### config.mk
export PLATFORM = sky130hd
export DESIGN_NAME = lza_operand_pipe
export DESIGN_NICKNAME = d
export VERILOG_FILES = /design/src/rtl/lza_operand_pipe.sv
export SDC_FILE = /design/constraint.sdc
export NUM_CORES = 1
export LEC_CHECK = 0
export ABC_AREA = 0
export CAP_MARGIN = 10
export CORE_MARGIN = 5
export CORE_UTILIZATION = 47
export DETAILED_ROUTE_END_ITERATION = 6
export PLACE_DENSITY = 0.73
export SLEW_MARGIN = 20
export SYNTH_ARGS = -nofsm -noshare
export SYNTH_HDL_FRONTEND = slang
export SYNTH_SLANG_ARGS = --single-unit
### constraint.sdc
create_clock -name clk -period 9.2 [get_ports clk]
set_input_delay 2.76 -clock clk [delete_from_list [all_inputs] [get_ports clk]]
set_output_delay 2.76 -clock clk [all_outputs]
set_load 0.02 [all_outputs]
### src/rtl/lza_operand_pipe.sv
// Two-stage operand assembly and leading-zero count for the MAF normalisation path.
// Stage 1 builds the op0/op1 pair. Stage 2 adds the pair and counts leading zeros per lane.
module lza_operand_pipe #(
  parameter int AW  = 26,
  parameter int PW  = 48,
  parameter int OW  = 56,
  parameter int LZW = 6
) (
  input  logic           clk,
  input  logic           rst_n,
  input  logic           flush,
  input  logic           in_valid,
  output logic           in_ready,
  input  logic [1:0]     mode,
  input  logic           d_pos,
  input  logic [AW-1:0]  addend,
  input  logic [PW-1:0]  sum,
  input  logic [PW:0]    carry,
  output logic           out_valid,
  input  logic           out_ready,
  output logic [OW-1:0]  out_op0,
  output logic [OW-1:0]  out_op1,
  output logic [OW-1:0]  out_sum,
  output logic [LZW-1:0] out_lzc_hi,
  output logic [LZW-1:0] out_lzc_lo,
  output logic           out_zero_hi,
  output logic           out_zero_lo,
  output logic [1:0]     out_mode
);

  localparam int L     = OW / 2;
  localparam int HA    = AW / 2;
  localparam int HS    = PW / 2;
  localparam int QS    = PW / 4;
  localparam int SH_FP = OW - AW - HS;
  localparam int SH_FN = OW - PW - 2;
  localparam int SH_DP = L - HA - QS;
  localparam int SH_DN = L - HS - 2;

  localparam logic [1:0] MODE_FULL = 2'b00;
  localparam logic [1:0] MODE_DUAL = 2'b01;

  function automatic logic [LZW-1:0] lzc_full(input logic [OW-1:0] v);
    logic [LZW-1:0] c;
    c = LZW'(OW);
    for (int i = 0; i < OW; i++) if (v[i]) c = LZW'(OW - 1 - i);
    return c;
  endfunction

  function automatic logic [LZW-1:0] lzc_lane(input logic [L-1:0] v);
    logic [LZW-1:0] c;
    c = LZW'(L);
    for (int i = 0; i < L; i++) if (v[i]) c = LZW'(L - 1 - i);
    return c;
  endfunction

  // Handshake: a beat moves from one place to the next on a clock edge where the
  // sender is valid and the receiver is ready; held outputs never change while
  // out_valid & !out_ready, and flush blocks every transfer for its cycle.
  logic s1_v, s2_v, s1_adv, s2_adv;
  assign s2_adv   = !s2_v || out_ready;
  assign s1_adv   = !s1_v || s2_adv;
  assign in_ready = s1_adv && !flush;

  // Operand assembly: each lane's pair is left-justified in its field.
  logic [OW-1:0] asm_op0, asm_op1;
  logic [L-1:0]  hi0, hi1, lo0, lo1;

  always_comb begin
    asm_op0 = '0;
    asm_op1 = '0;
    hi0 = '0;
    hi1 = '0;
    lo0 = '0;
    lo1 = '0;
    if (mode == MODE_FULL) begin
      if (d_pos) begin
        asm_op0 = OW'({addend, sum[PW-1:HS]}) << SH_FP;
        asm_op1 = OW'(carry[PW:HS]) << SH_FP;
      end else begin
        asm_op0 = OW'({addend[1:0], sum}) << SH_FN;
        asm_op1 = OW'(carry) << SH_FN;
      end
    end else if (mode == MODE_DUAL) begin
      if (d_pos) begin
        hi0 = L'({addend[AW-1:HA], sum[PW-1:PW-QS]}) << SH_DP;
        hi1 = L'(carry[PW:PW-QS]) << SH_DP;
        lo0 = L'({addend[HA-1:0], sum[HS-1:QS]}) << SH_DP;
        lo1 = L'(carry[HS-1:QS]) << SH_DP;
      end else begin
        hi0 = L'({addend[HA+1:HA], sum[PW-1:HS]}) << SH_DN;
        hi1 = L'(carry[PW:HS]) << SH_DN;
        lo0 = L'({addend[1:0], sum[HS-1:0]}) << SH_DN;
        lo1 = L'(carry[HS-1:0]) << SH_DN;
      end
      asm_op0 = {hi0, lo0};
      asm_op1 = {hi1, lo1};
    end
  end

  logic [1:0]    s1_mode;
  logic [OW-1:0] s1_op0, s1_op1;

  always_ff @(posedge clk or negedge rst_n) begin
    if (!rst_n) begin
      s1_v    <= 1'b0;
      s1_mode <= '0;
      s1_op0  <= '0;
      s1_op1  <= '0;
    end else begin
      if (flush)       s1_v <= 1'b0;
      else if (s1_adv) s1_v <= in_valid;
      if (in_valid && in_ready) begin
        s1_mode <= mode;
        s1_op0  <= asm_op0;
        s1_op1  <= asm_op1;
      end
    end
  end

  // Stage 2: the DUAL adds are split so no carry crosses the lane boundary.
  logic [OW-1:0]  full_sum, nxt_sum;
  logic [L-1:0]   hi_sum, lo_sum;
  logic [LZW-1:0] nxt_lzc_hi, nxt_lzc_lo;
  logic           nxt_zero_hi, nxt_zero_lo;

  always_comb begin
    full_sum    = s1_op0 + s1_op1;
    hi_sum      = s1_op0[OW-1:L] + s1_op1[OW-1:L];
    lo_sum      = s1_op0[L-1:0] + s1_op1[L-1:0];
    nxt_sum     = full_sum;
    nxt_lzc_hi  = lzc_full(full_sum);
    nxt_lzc_lo  = '0;
    nxt_zero_hi = (full_sum == '0);
    nxt_zero_lo = 1'b0;
    if (s1_mode == MODE_DUAL) begin
      nxt_sum     = {hi_sum, lo_sum};
      nxt_lzc_hi  = lzc_lane(hi_sum);
      nxt_lzc_lo  = lzc_lane(lo_sum);
      nxt_zero_hi = (hi_sum == '0);
      nxt_zero_lo = (lo_sum == '0);
    end
  end

  always_ff @(posedge clk or negedge rst_n) begin
    if (!rst_n) begin
      s2_v        <= 1'b0;
      out_op0     <= '0;
      out_op1     <= '0;
      out_sum     <= '0;
      out_lzc_hi  <= '0;
      out_lzc_lo  <= '0;
      out_zero_hi <= 1'b0;
      out_zero_lo <= 1'b0;
      out_mode    <= '0;
    end else begin
      if (flush)       s2_v <= 1'b0;
      else if (s2_adv) s2_v <= s1_v;
      if (s1_v && s2_adv && !flush) begin
        out_op0     <= s1_op0;
        out_op1     <= s1_op1;
        out_sum     <= nxt_sum;
        out_lzc_hi  <= nxt_lzc_hi;
        out_lzc_lo  <= nxt_lzc_lo;
        out_zero_hi <= nxt_zero_hi;
        out_zero_lo <= nxt_zero_lo;
        out_mode    <= s1_mode;
      end
    end
  end

  assign out_valid = s2_v;

endmodule

==> results of run 1 <==
cells in the final DEF, fill, tap and decap left out, types with 38 or more instances in the layout:
| cell type | count |
|---|---|
| o31ai_1 | 59 |
| mux2i_1 | 51 |
| nand2_1 | 633 |
| ha_1 | 53 |
| xnor2_1 | 45 |
| a21oi_1 | 191 |
| nor2b_1 | 38 |
| clkdlybuf4s50_1 | 305 |
| nor2_1 | 133 |
| dfrtp_1 | 287 |
| o21ai_0 | 154 |
synth_stat cells (10+ instances only):
cell,count
nand2_1,634
dfrtp_1,287
a21oi_1,191
o21ai_0,154
nor2_1,133
clkbuf_1,125
o31ai_1,59
ha_1,53
mux2i_1,51
xnor2_1,45
nor2b_1,38
o22a_1,33
nor3_1,29
xor2_1,29
inv_1,25
nand3_1,21
a21o_1,20
nand4_1,20
o211ai_1,19
a211oi_1,18
a31oi_1,18
o21ai_1,18
a22oi_1,17
and2_1,16
nand2b_1,15
nor4_1,12
and3_1,11
or3_1,11
buf_2,10
o21a_1,10
how the worst max path moves through the flow:
stage               from        to  slack, ps
2_1_floorplan  out_ready  in_ready       3210
3_5_place_dp   out_ready  in_ready       2170
5_1_grt        out_ready  in_ready       2090
3_3_place_gp   out_ready  in_ready       2190
6_report       out_ready  in_ready       2180
4_1_cts        out_ready  in_ready       2170
metal layers:
layer,part of all wire [%],wire length (um),global-route usage [%],vias to the layer above
met2,44,30500,48.3,738
li1,-,-,-,8456
met4,2.7,1900,8.47,0
met5,0,0,0,-
met3,8.0,5550,4.73,96
met1,45,31400,47.1,8707
cell type report:
cell class                 instances  area share, %
antenna                            3         0.0334
clock buffer                      46           4.01
clock inverter                     6          0.289
inverter                          26          0.434
multi-input combinational       1821           46.2
sequential                       287           31.9
tap                              518           2.88
timing repair buffer             323           14.2
sequential cells by signal (all words and copies together), names as in the netlist, 2 cells and up:
name and cells:
out_op0 54, out_sum 54, s1_op0 54, out_op1 53
s1_op1 53, out_lzc_hi 6, out_lzc_lo 5, out_mode 2
s1_mode 2
logic make-up (layout without fill, tap and decap cells):
kind of cell / after synthesis / count (layout) / share of synthesized area [%]
compound gates: 651 / 651 / 23.1
xor+xnor: 74 / 74 / 3.55
fa+ha+maj: 55 / 55 / 3.86
buf+inv: 177 / 401 / 3.88
flops: 287 / 287 / 39.4
mux: 56 / 56 / 3.11
other cells: 1 / 11 / 0.0206
simple gates: 977 / 977 / 23.1
per-stage QoR:
stage          area (um2)  worst slack [ps]
6_report            22500              2180
5_1_grt             22500              2090
4_1_cts             22500              2170
3_5_place_dp        21500              2170
3_3_place_gp        21500              2190
2_1_floorplan       18300              3210
power groups by stage:
stage | Sequential, uW | Combinational [uW] | Clock, uW
floorplan | 1780 | 786 | 0
global placement | 1650 | 1620 | 0
detailed placement | 1650 | 1640 | 0
CTS | 1630 | 1650 | 1220
global route | 1660 | 1790 | 1280
finish | 1640 | 1660 | 1210
worst max-delay path, stage by stage:
cell,delay (ps)
clkdlybuf4s50_1,460
nor2b_1,80
a21oi_1,290
clkdlybuf4s50_1,670
==> metrics.yaml, run 1 <==
status:
  status: "finished clean"
worst_setup_path:
  crit_type: "input port to output pin"
  r2r_setup_slack_ps: 4480
  reg2reg_depth: 12
  crit_fanout: 5
  start_kind: "input port"
  end_kind: "output pin"
  r2r-start: "s1_op1[2]$_DFFE_PN0P_"
  cp.required_ps: 6440
  worstPathArrival_ps: 4260
  timing.rr.end: "out_zero_hi$_DFFE_PN0P_"
sta:
  setup_violations: 0
  finalCriticalPeriod_ps: 7020
  final-hold-violation-count: 0
  maxSlewViolCount: 0
  period_share_pct: 76.3
  setup-tns-final_ps: 0
  rsz0062_at_grt: "false"
  max_freq_mhz: 142
  max_slew_margin_pct: 29.3
  fin_skew_ps: 11.4
  whs_ps: 473
  worstMarginPinSlew_ps: 1060
floorplanning:
  core_area_mm2: 0.0386
  chipHeight_um: 207
  die_x_um: 207
  initial_core_util_pct: 47.3
  die-area_mm2: 0.0428
  io_pins: 317
  row_count: 72
global_routing:
  first_global_vias: 17065
  grt_max_degree: 205
  antenna_found_initial: 3
  grt_first_pass_wirelength_mm: 104
  overflow: 0
  grt_use_total_pct: 31.6
power:
  p_clk_share_pct: 26.9
  leakage_uw: 0.0101
  swShare_pct: 37.4
  seq_power_share_pct: 36.3
  pwr-share-comb_pct: 36.8
  powerDensity_mw_per_mm2: 200
  p_int_uw: 2820
  p_total_uw: 4510
  irDropWorstVdd_mv: 0.124
  netSwitchingPower_uw: 1690
hold_path:
  min_path_type: "register to register"
  hold_path_end: "out_op0[26]$_DFFE_PN0P_"
  min_path_cells: 2
  min-delay-start: "out_op0[26]$_DFFE_PN0P_"
logic_synthesis:
  synth_edf_count: 0
  yosys_most_used_dff: "dfrtp_1"
  ys_seq_area_share_pct: 39.4
  yosys.area.top_type: "dfrtp_1"
  synth_area_mm2: 0.0182
  async_flop_share_pct: 100
  netlist_instances: 2278
  avgSynthCellArea_um2: 8.01
  yosysTopAreaCellShare_pct: 39.4
  yosysUniqueCellTypes: 87
  ys_ff_latch: 287
  ys.warnings.count: 0
  synth.area.top_cells: "dfrtp_1 39%, nand2_1 13%, a21oi_1 5.2%, o21ai_0 4.2%, ha_1 3.6%"
cells_and_area:
  layout.nets: 2675
  final_util_pct: 58.3
  fill_cells: 3592
  syn2layout_area_growth_pct: 23.4
  drive_gt1_share_pct: 3.79
  fin_cells: 3030
  multiInputGateArea_mm2: 0.0104
  seqCellArea_mm2: 0.00718
route:
  drc: 0
  vias_per_cell: 5.94
  drt-pass1-iter-count: 6
  wl_mm: 69.3
  drtIter0Drc: 1617
  wl_per_cell_um: 22.9
  drtAntennaViolNets: 0
  via_count: 17997
cts:
  cts.sinks: 287
  postCtsSetupRepairBufs: 0
  cts_hold_buffers: 0
  h-tree-depth: 1
  clkLatencyLatePin_ps: 580
  clockRootBuffer: "clkbuf_16"
  cts-resized-gates: 0
  cts_buffer_depth: 3
  cts_buffers: 30
  cts_tree: "done"
  clk_pin_slew_ps: 60
run:
  cap_violations: 0
placement:
  hpwl_mm: 54.1
  numPlacedInstances: 2975
  port_buffers: 308
  place_congestion: 0.989
(Power assumes the default switching activity.)
==> run 2, diff against run 1 <==
- clock period: 9.2 -> 6.6 ns (I/O delays scaled with it)
==> metrics.yaml, run 2 (synthesis results as in run 1) <==
worst_setup_path:
  cp_slowest_cell: "clkdlybuf4s50_1"
  crit_fanout: 5  # unchanged
  crit_type: "input port to output pin"
  cp.required_ps: 4620  # -1820 ps
  timing.rr.end: "out_lzc_hi[3]$_DFFE_PN0P_"
  reg2reg_depth: 13  # +1
  path_cells: "clkdlybuf4s50_1 > nor2b_1 > a21oi_1 > clkdlybuf4s50_1"
  start_kind: "input port"
  cp-endpoint: "in_ready"
  r2r-start: "s1_op1[2]$_DFFE_PN0P_"
  critPathLaunch: "out_ready"
  max_stage_delay_ps: 680  # about the same
  worstPathArrival_ps: 3510  # -750 ps
  r2r_setup_slack_ps: 1920  # -2560 ps
  crit_path_frequent_cell: "clkdlybuf4s50_1"
  end_kind: "output pin"
power:
  p_clk_share_pct: 27.9  # +1.0 points
  irDropWorstVdd_mv: 0.214  # +73%
  p_int_uw: 4010  # +42%
  netSwitchingPower_uw: 2360  # +40%
  p_total_uw: 6370  # +41%
  leakage_uw: 0.0101  # +0.37%
  pwr-share-comb_pct: 36.3  # -0.5 points
  powerDensity_mw_per_mm2: 282  # +41%
  seq_power_share_pct: 35.8  # -0.5 points
  swShare_pct: 37.0  # -0.36 points
route:
  vias_per_cell: 6.03  # +1.5%
  wl_mm: 68.6  # -1.0%
  drtIter0Drc: 1814  # +12%
  drc: 0  # unchanged
  drtAntennaViolNets: 0  # unchanged
  via_count: 18296  # +1.7%
  drt-pass1-iter-count: 6  # unchanged
  wl_per_cell_um: 22.6  # -1.2%
floorplanning:
  die_x_um: 207  # unchanged
  core_area_mm2: 0.0386  # unchanged
  io_pins: 317  # unchanged
  chipHeight_um: 207  # unchanged
  initial_core_util_pct: 47.3  # unchanged
  row_count: 72  # unchanged
  die-area_mm2: 0.0428  # unchanged
global_routing:
  first_global_vias: 17313  # +1.5%
  grt_max_degree: 131  # -36%
  antenna_found_initial: 6  # +3
  overflow: 0  # unchanged
  grt_use_total_pct: 31.4  # -0.22 points
  grt_first_pass_wirelength_mm: 104  # -0.13%
cells_and_area:
  fill_cells: 3556  # -1.0%
  drive_gt1_share_pct: 3.86  # +0.077 points
  reg_top3: "out_op0: 54 flops, out_sum: 54 flops, s1_op0: 54 flops"
  final_cell_mix: "633 x nand2_1, 305 x clkdlybuf4s50_1, 287 x dfrtp_1, 191 x a21oi_1, 154 x o21ai_0"
  layout.cells.most_common: "nand2_1"
  syn2layout_area_growth_pct: 23.9
  layout.nets: 2677  # +0.075%
  fin_area_mm2: 0.0226  # +0.40%
sta:
  max_slew_margin_pct: 30.3  # +1.0 points
  finalCriticalPeriod_ps: 5490
  fin_ws_ps: 1110  # -1070 ps
  max_freq_mhz: 182
  maxSlewViolCount: 0  # unchanged
  whs_ps: 476  # +2.79 ps
  rsz0062_at_grt: "false"
  setup_violations: 0  # unchanged
  worstMarginPinSlew_ps: 1050  # -15.0 ps
  final-hold-violation-count: 0  # unchanged
  period_share_pct: 83.2
  fin_skew_ps: 27.9  # +16.6 ps
  setup-tns-final_ps: 0  # unchanged
cts:
  h-tree-depth: 1  # unchanged
  cts_buffers: 30  # unchanged
  clkLatencyLatePin_ps: 600  # +20 ps
  clk_pin_slew_ps: 60  # about the same
  cts_tree: "done"
  cts-resized-gates: 0  # unchanged
  postCtsSetupRepairBufs: 0  # unchanged
  cts_hold_buffers: 0  # unchanged
  cts_buffer_depth: 3  # unchanged
  clockRootBuffer: "clkbuf_16"
  cts.sinks: 287  # unchanged
status:
  status: "finished clean"
placement:
  hpwl_mm: 53.5  # -1.1%
  port_buffers: 308  # unchanged
  preCtsSetupSlack_ps: 1090  # -1080 ps
  place_congestion: 0.971  # -1.8%
  dpl_cell_area_mm2: 0.0216  # +0.19%
run:
  cap_violations: 0  # unchanged
hold_path:
  min_path_type: "register to register"
## run 2: stage by stage
stage	utilization (%)	instances
after floorplan	-	2285
after global placement	55.9	2977
after detailed placement	55.9	2977
after CTS	58.5	3029
after global routing	58.6	3035
final	58.6	3035
## run 2: critical path, delay by kind of cell
family / cells / cell delay (ps)
buffers and inverters: 2 / 1140
AOI/OAI and AO/OA: 1 / 310
and+or+nand+nor: 1 / 90
## run 2: cell type report
class	instances	area, um2	share of cell area, %
flip-flops and latches	287	7180	31.8
multi-input cells	1821	10400	46.0
well taps	518	648	2.87
repair buffers	325	3250	14.4
diodes	6	15.0	0.0665
clock buffers	43	850	3.76
inverters	26	97.6	0.432
clock inverters	9	160	0.709
## run 2: worst min path at each step
stage	start	endpoint	slack (ps)	cells after the start
after floorplan	s1_op1[10]$_DFFE_PN0P_	out_op1[10]$_DFFE_PN0P_	460	2
after global placement	out_op0[11]$_DFFE_PN0P_	out_op0[11]$_DFFE_PN0P_	460	2
after detailed placement	out_op0[2]$_DFFE_PN0P_	out_op0[2]$_DFFE_PN0P_	460	2
after CTS	out_op0[2]$_DFFE_PN0P_	out_op0[2]$_DFFE_PN0P_	480	2
after global routing	out_op0[39]$_DFFE_PN0P_	out_op0[39]$_DFFE_PN0P_	490	2
final	out_op1[7]$_DFFE_PN0P_	out_op1[7]$_DFFE_PN0P_	480	2
## run 2: power by group through the flow
stage | clock network (uW) | registers (uW) | logic [uW]
global route | 1860 | 2310 | 2500
floorplan | 0 | 2470 | 1100
CTS | 1790 | 2270 | 2290
finish | 1780 | 2280 | 2310
detailed placement | 0 | 2300 | 2280
global placement | 0 | 2300 | 2250
## run 2: metal layers
layer,global-route usage (%),up-vias,wire length (um)
met1,45.6,8834,30200
met2,47.4,884,29900
li1,-,8454,-
met3,5.37,124,5980
met4,11.3,0,2530
met5,0,-,0
